--- src/rtl/vinsn_issue_queue.sv ---
// Vector instruction issue queue: FIFO between scalar issue and the vector core,
// with an issued-but-not-done cap and flush.
package vinsn_pkg;
  typedef logic [7:0] insn_id_t;
  typedef struct packed {
    logic [7:0]  vtype;
    logic [15:0] vl;
  } vec_context_t;
endpackage

module vinsn_issue_queue
  import vinsn_pkg::*;
#(
  parameter int Depth       = 4,
  parameter int MaxInflight = 8
) (
  input  logic                               clk_i,
  input  logic                               rst_i,
  input  logic                               valid_i,
  output logic                               ready_o,
  input  logic [31:0]                        insn_i,
  input  insn_id_t                           insn_id_i,
  input  vec_context_t                       vec_context_i,
  input  logic                               flush_i,
  output logic                               issue_valid_o,
  input  logic                               issue_ready_i,
  output logic [31:0]                        issue_insn_o,
  output insn_id_t                           issue_insn_id_o,
  output vec_context_t                       issue_vec_context_o,
  input  logic                               done_i,
  output logic [$clog2(Depth+1)-1:0]         count_o,
  output logic [$clog2(MaxInflight+1)-1:0]   inflight_o
);

  localparam int PW = (Depth > 1) ? $clog2(Depth) : 1;
  localparam int CW = $clog2(Depth+1);
  localparam int IW = $clog2(MaxInflight+1);
  localparam logic [CW-1:0] DEPTH_C = CW'(Depth);
  localparam logic [IW-1:0] MAX_C   = IW'(MaxInflight);
  localparam logic [PW-1:0] LAST_C  = PW'(Depth-1);

  logic [31:0]  insn_q [Depth];
  insn_id_t     id_q   [Depth];
  vec_context_t ctx_q  [Depth];

  logic [PW-1:0] wr_ptr_q, rd_ptr_q;
  logic [CW-1:0] count_q;
  logic [IW-1:0] inflight_q;

  logic push, pop;

  assign ready_o = !rst_i && !flush_i
                && (count_q < DEPTH_C);
  assign issue_valid_o = !rst_i && !flush_i
                      && (count_q != '0)
                      && (inflight_q < MAX_C);

  assign push = valid_i && ready_o;
  assign pop  = issue_valid_o && issue_ready_i;

  assign issue_insn_o        = insn_q[rd_ptr_q];
  assign issue_insn_id_o     = id_q[rd_ptr_q];
  assign issue_vec_context_o = ctx_q[rd_ptr_q];

  assign count_o    = count_q;
  assign inflight_o = inflight_q;

  // Payload is never reset; only valid entries are ever presented.
  always_ff @(posedge clk_i) begin
    if (push) begin
      insn_q[wr_ptr_q] <= insn_i;
      id_q[wr_ptr_q]   <= insn_id_i;
      ctx_q[wr_ptr_q]  <= vec_context_i;
    end
  end

  always_ff @(posedge clk_i) begin
    if (rst_i || flush_i) begin
      wr_ptr_q   <= '0;
      rd_ptr_q   <= '0;
      count_q    <= '0;
      inflight_q <= '0;
    end else begin
      if (push) begin
        wr_ptr_q <= (wr_ptr_q == LAST_C) ? '0 : wr_ptr_q + 1'b1;
      end
      if (pop) begin
        rd_ptr_q <= (rd_ptr_q == LAST_C) ? '0 : rd_ptr_q + 1'b1;
      end
      if (push && !pop) begin
        count_q <= count_q + 1'b1;
      end else if (pop && !push) begin
        count_q <= count_q - 1'b1;
      end
      // done_i at zero with no pop saturates.
      if (pop && !done_i) begin
        inflight_q <= inflight_q + 1'b1;
      end else if (done_i && !pop && inflight_q != '0) begin
        inflight_q <= inflight_q - 1'b1;
      end
    end
  end

endmodule

--- config.mk ---
export PLATFORM = sky130hd
export DESIGN_NAME = vinsn_issue_queue
export DESIGN_NICKNAME = d
export VERILOG_FILES = /design/src/rtl/vinsn_issue_queue.sv
export SDC_FILE = /design/constraint.sdc
export NUM_CORES = 1
export LEC_CHECK = 0
export ABC_AREA = 1
export CAP_MARGIN = 20
export CORE_MARGIN = 4
export CORE_UTILIZATION = 30
export DETAILED_ROUTE_END_ITERATION = 7
export PLACE_DENSITY = 0.47
export SYNTH_ARGS = -nofsm -noshare
export SYNTH_HDL_FRONTEND = slang
export SYNTH_SLANG_ARGS = --single-unit
--- constraint.sdc ---
create_clock -name clk_i -period 9.6 [get_ports clk_i]
set_clock_uncertainty 0.2 [all_clocks]
set_input_delay 1.44 -clock clk_i [delete_from_list [all_inputs] [get_ports clk_i]]
set_output_delay 1.44 -clock clk_i [all_outputs]
set_load 0.01 [all_outputs]
==> flow_metrics.env <==
export IMPL_syn_avg_cell_area_um2=14.3
export IMPL_fin_tns_setup_ns=0
export IMPL_initial_utilization_pct=30.5
export IMPL_cts_buffers=30
export IMPL_final_cell_mix="edfxtp_1 (256), clkdlybuf4s50_1 (142), nor2_1 (140)"
export IMPL_worstPathRequired_ns=7.96
export IMPL_synth_xor_area_share_pct=0.171
export IMPL_finish_net_count=938
export IMPL_path_class="flip-flop to output pin"
export IMPL_status="finished, final reports clean"
export IMPL_worst_pin_slew_ns=1.06
export IMPL_synth_top_area_cell="edfxtp_1"
export IMPL_grt_pass1_wl_mm=36.7
export IMPL_ctsLongestPathBuffers=3
export IMPL_grt_pass1_vias=6202
export IMPL_wire_per_inst_um=18.4
export IMPL_max_freq_mhz=197
export IMPL_num_rows=67
export IMPL_synthMuxAreaShare_pct=0
export IMPL_cts_tree="yes"
export IMPL_ys_seq_elements=269
export IMPL_ctsHoldBuffers=0
export IMPL_period_needed_ns=5.08
export IMPL_wirelength_mm=24.3
export IMPL_postPlaceCellArea_um2=12100
export IMPL_track_usage_pct=12.7
export IMPL_power_density_nw_per_um2=186
export IMPL_layout_commonest_cell="edfxtp_1"
export IMPL_vdd_drop_max_uv=124
export IMPL_boundaryPins=143
export IMPL_syn_num_nets=797
export IMPL_post_cts_setup_buffer_count=0
export IMPL_synth_area_um2=10300
export IMPL_cts_resized=0
export IMPL_port_buffers=142
export IMPL_end_kind="output pin"
export IMPL_leakagePower_nw=4.22
export IMPL_clock_latency_ns=0.54
export IMPL_design_core_area_um2=33600
export IMPL_synth_cell_type_count=27
export IMPL_hold_violations=0
export IMPL_diodes=0
export IMPL_drtIter0Drc=345
export IMPL_cp_arrival_ns=3.44
export IMPL_synthAdderAreaFrac_pct=1.37
export IMPL_synthTopCellsByArea="edfxtp_1 (75%), nor2_1 (5.3%), o22ai_1 (3.9%)"
export IMPL_via_count=6098
export IMPL_preCtsSetupSlack_ns=4.99
export IMPL_die_x_um=193
export IMPL_ys_seq_area_share_pct=77.5
export IMPL_rsz0062_at_grt="false"
export IMPL_synth_compound_area_share_pct=10.9
export IMPL_synth_simple_area_share_pct=6.62
export IMPL_dr_pass1_iters=6
export IMPL_slew_headroom_pct=29.4
export IMPL_grt_max_degree=91
export IMPL_hold_worst_slack_ns=0.292
export IMPL_regToRegSetupSlack_ns=6.76
export IMPL_drc_errors=0
export IMPL_setup_slack_ns=4.52
export IMPL_antenna_found_initial=2
export IMPL_place_gp_congestion=0.696
export IMPL_cts_root_buf="clkbuf_16"
export IMPL_worstSetupStartpointType="flip-flop"
export IMPL_final_cell_area_um2=12900
export IMPL_synth_top_area_share_pct=74.9
export IMPL_ant_nets=0
export IMPL_max_cap_violations=0
export IMPL_htree_num_levels=1
export IMPL_die_area_um2=37200
export IMPL_min_path_type="flip-flop to flip-flop"
export IMPL_dpl_hpwl_mm=13.2
export IMPL_yosysWarningCount=0
export IMPL_clk_pin_slew_worst_paths_ns=0.06
export IMPL_cts_sinks=269
export IMPL_syn_inst=717
export IMPL_vias_per_cell=4.61
export IMPL_fin_crit_sh_pct=53.0
export IMPL_cp_max_fo=90
export IMPL_die_h_um=193
export IMPL_synth_top_family_by_area="compound AO/OA/AOI/OAI gates"
export IMPL_slew_violations=0
export IMPL_grt_ovfl_total=0
export IMPL_drive_gt1_share_pct=7.09
export IMPL_setup_viol=0
export IMPL_area_growth_pct=25.9
==> flip-flops by register name, indices dropped and copies added (netlist names), named ones only <==
name        count
wr_ptr_q        2
rd_ptr_q        2
count_o         3
id_q           32
insn_q        128
ctx_q          96
inflight_o      4
==> cell families after synthesis <==
family	after synthesis
AND/OR/NAND/NOR	167
XOR/XNOR	2
AO/OA/AOI/OAI	208
adder cells (fa/ha/maj)	10
flip-flops	269
buffers and inverters	61
==> synth_stat cells (all sizes together) <==
master,number
ha,8
xnor2,1
edfxtp,256
clkbuf,21
nand4,1
dfxtp,13
xor2,1
buf,20
nand2,15
inv,20
a21o,1
o22ai,64
nor2,146
o21ai,135
nand3,5
fa,2
a21oi,8
==> power by group <==
| group | internal (W) | leakage [nW] | total, W | switching (W) |
|---|---|---|---|---|
| Sequential | 0.00130 | 2.42 | 0.00130 | 0.00000399 |
| Clock | 0.000583 | 0.416 | 0.00101 | 0.000422 |
| Combinational | 0.0000488 | 1.38 | 0.0000976 | 0.0000488 |
| Total | 0.00193 | 4.22 | 0.00241 | 0.000475 |
==> path summary, 6_finish.rpt <==
kind	cells past startpoint	end	start
worst max-delay path	5	issue_insn_o[12]	flip-flop
worst min-delay path	2	flip-flop	rd_ptr_q[1]$_SDFFE_PP0N_
worst max register to register	4	insn_q[3][13]$_DFFE_PP_	count_o[2]$_SDFFE_PP0P_
worst min register to register	2	flip-flop	rd_ptr_q[1]$_SDFFE_PP0N_
==> cell type report <==
cell class	instances	area, um2
fillers	3187	20700
inverters	20	77.6
well taps	448	561
repair buffers	150	1480
clock buffers	41	813
flip-flops and latches	269	7950
multi-input cells	387	1990
clock inverters	8	38.8
==> routing by layer <==
| metal | GRT usage (%) | up-vias | wire length (um) | part of all wire [%] |
|---|---|---|---|---|
| met5 | 0 | - | 27 | 0.11 |
| met4 | 2.78 | 4 | 362 | 1.5 |
| met3 | 2.81 | 29 | 1320 | 5.4 |
| met2 | 20.4 | 131 | 11000 | 45 |
| met1 | 17.9 | 2982 | 11700 | 48 |
| li1 | - | 2952 | - | - |
==> critical path, cell delays in order (launching register included) <==
cell	delay, ns
dfxtp_4	0.54
inv_4	0.42
buf_4	0.86
nor2_1	0.08
o22ai_1	0.35
clkdlybuf4s50_1	0.61
==> per-stage QoR <==
stage | utilization [%] | instances | total power, W
finish | 38.4 | 1323 | 0.00241
global route | 38.4 | 1323 | 0.00250
CTS | 38.4 | 1323 | 0.00244
detailed placement | 35.9 | 1274 | 0.00143
global placement | 35.9 | 1274 | 0.00143
floorplan | - | 717 | 0.00136
No activity file was read; power rests on OpenSTA's default activity.
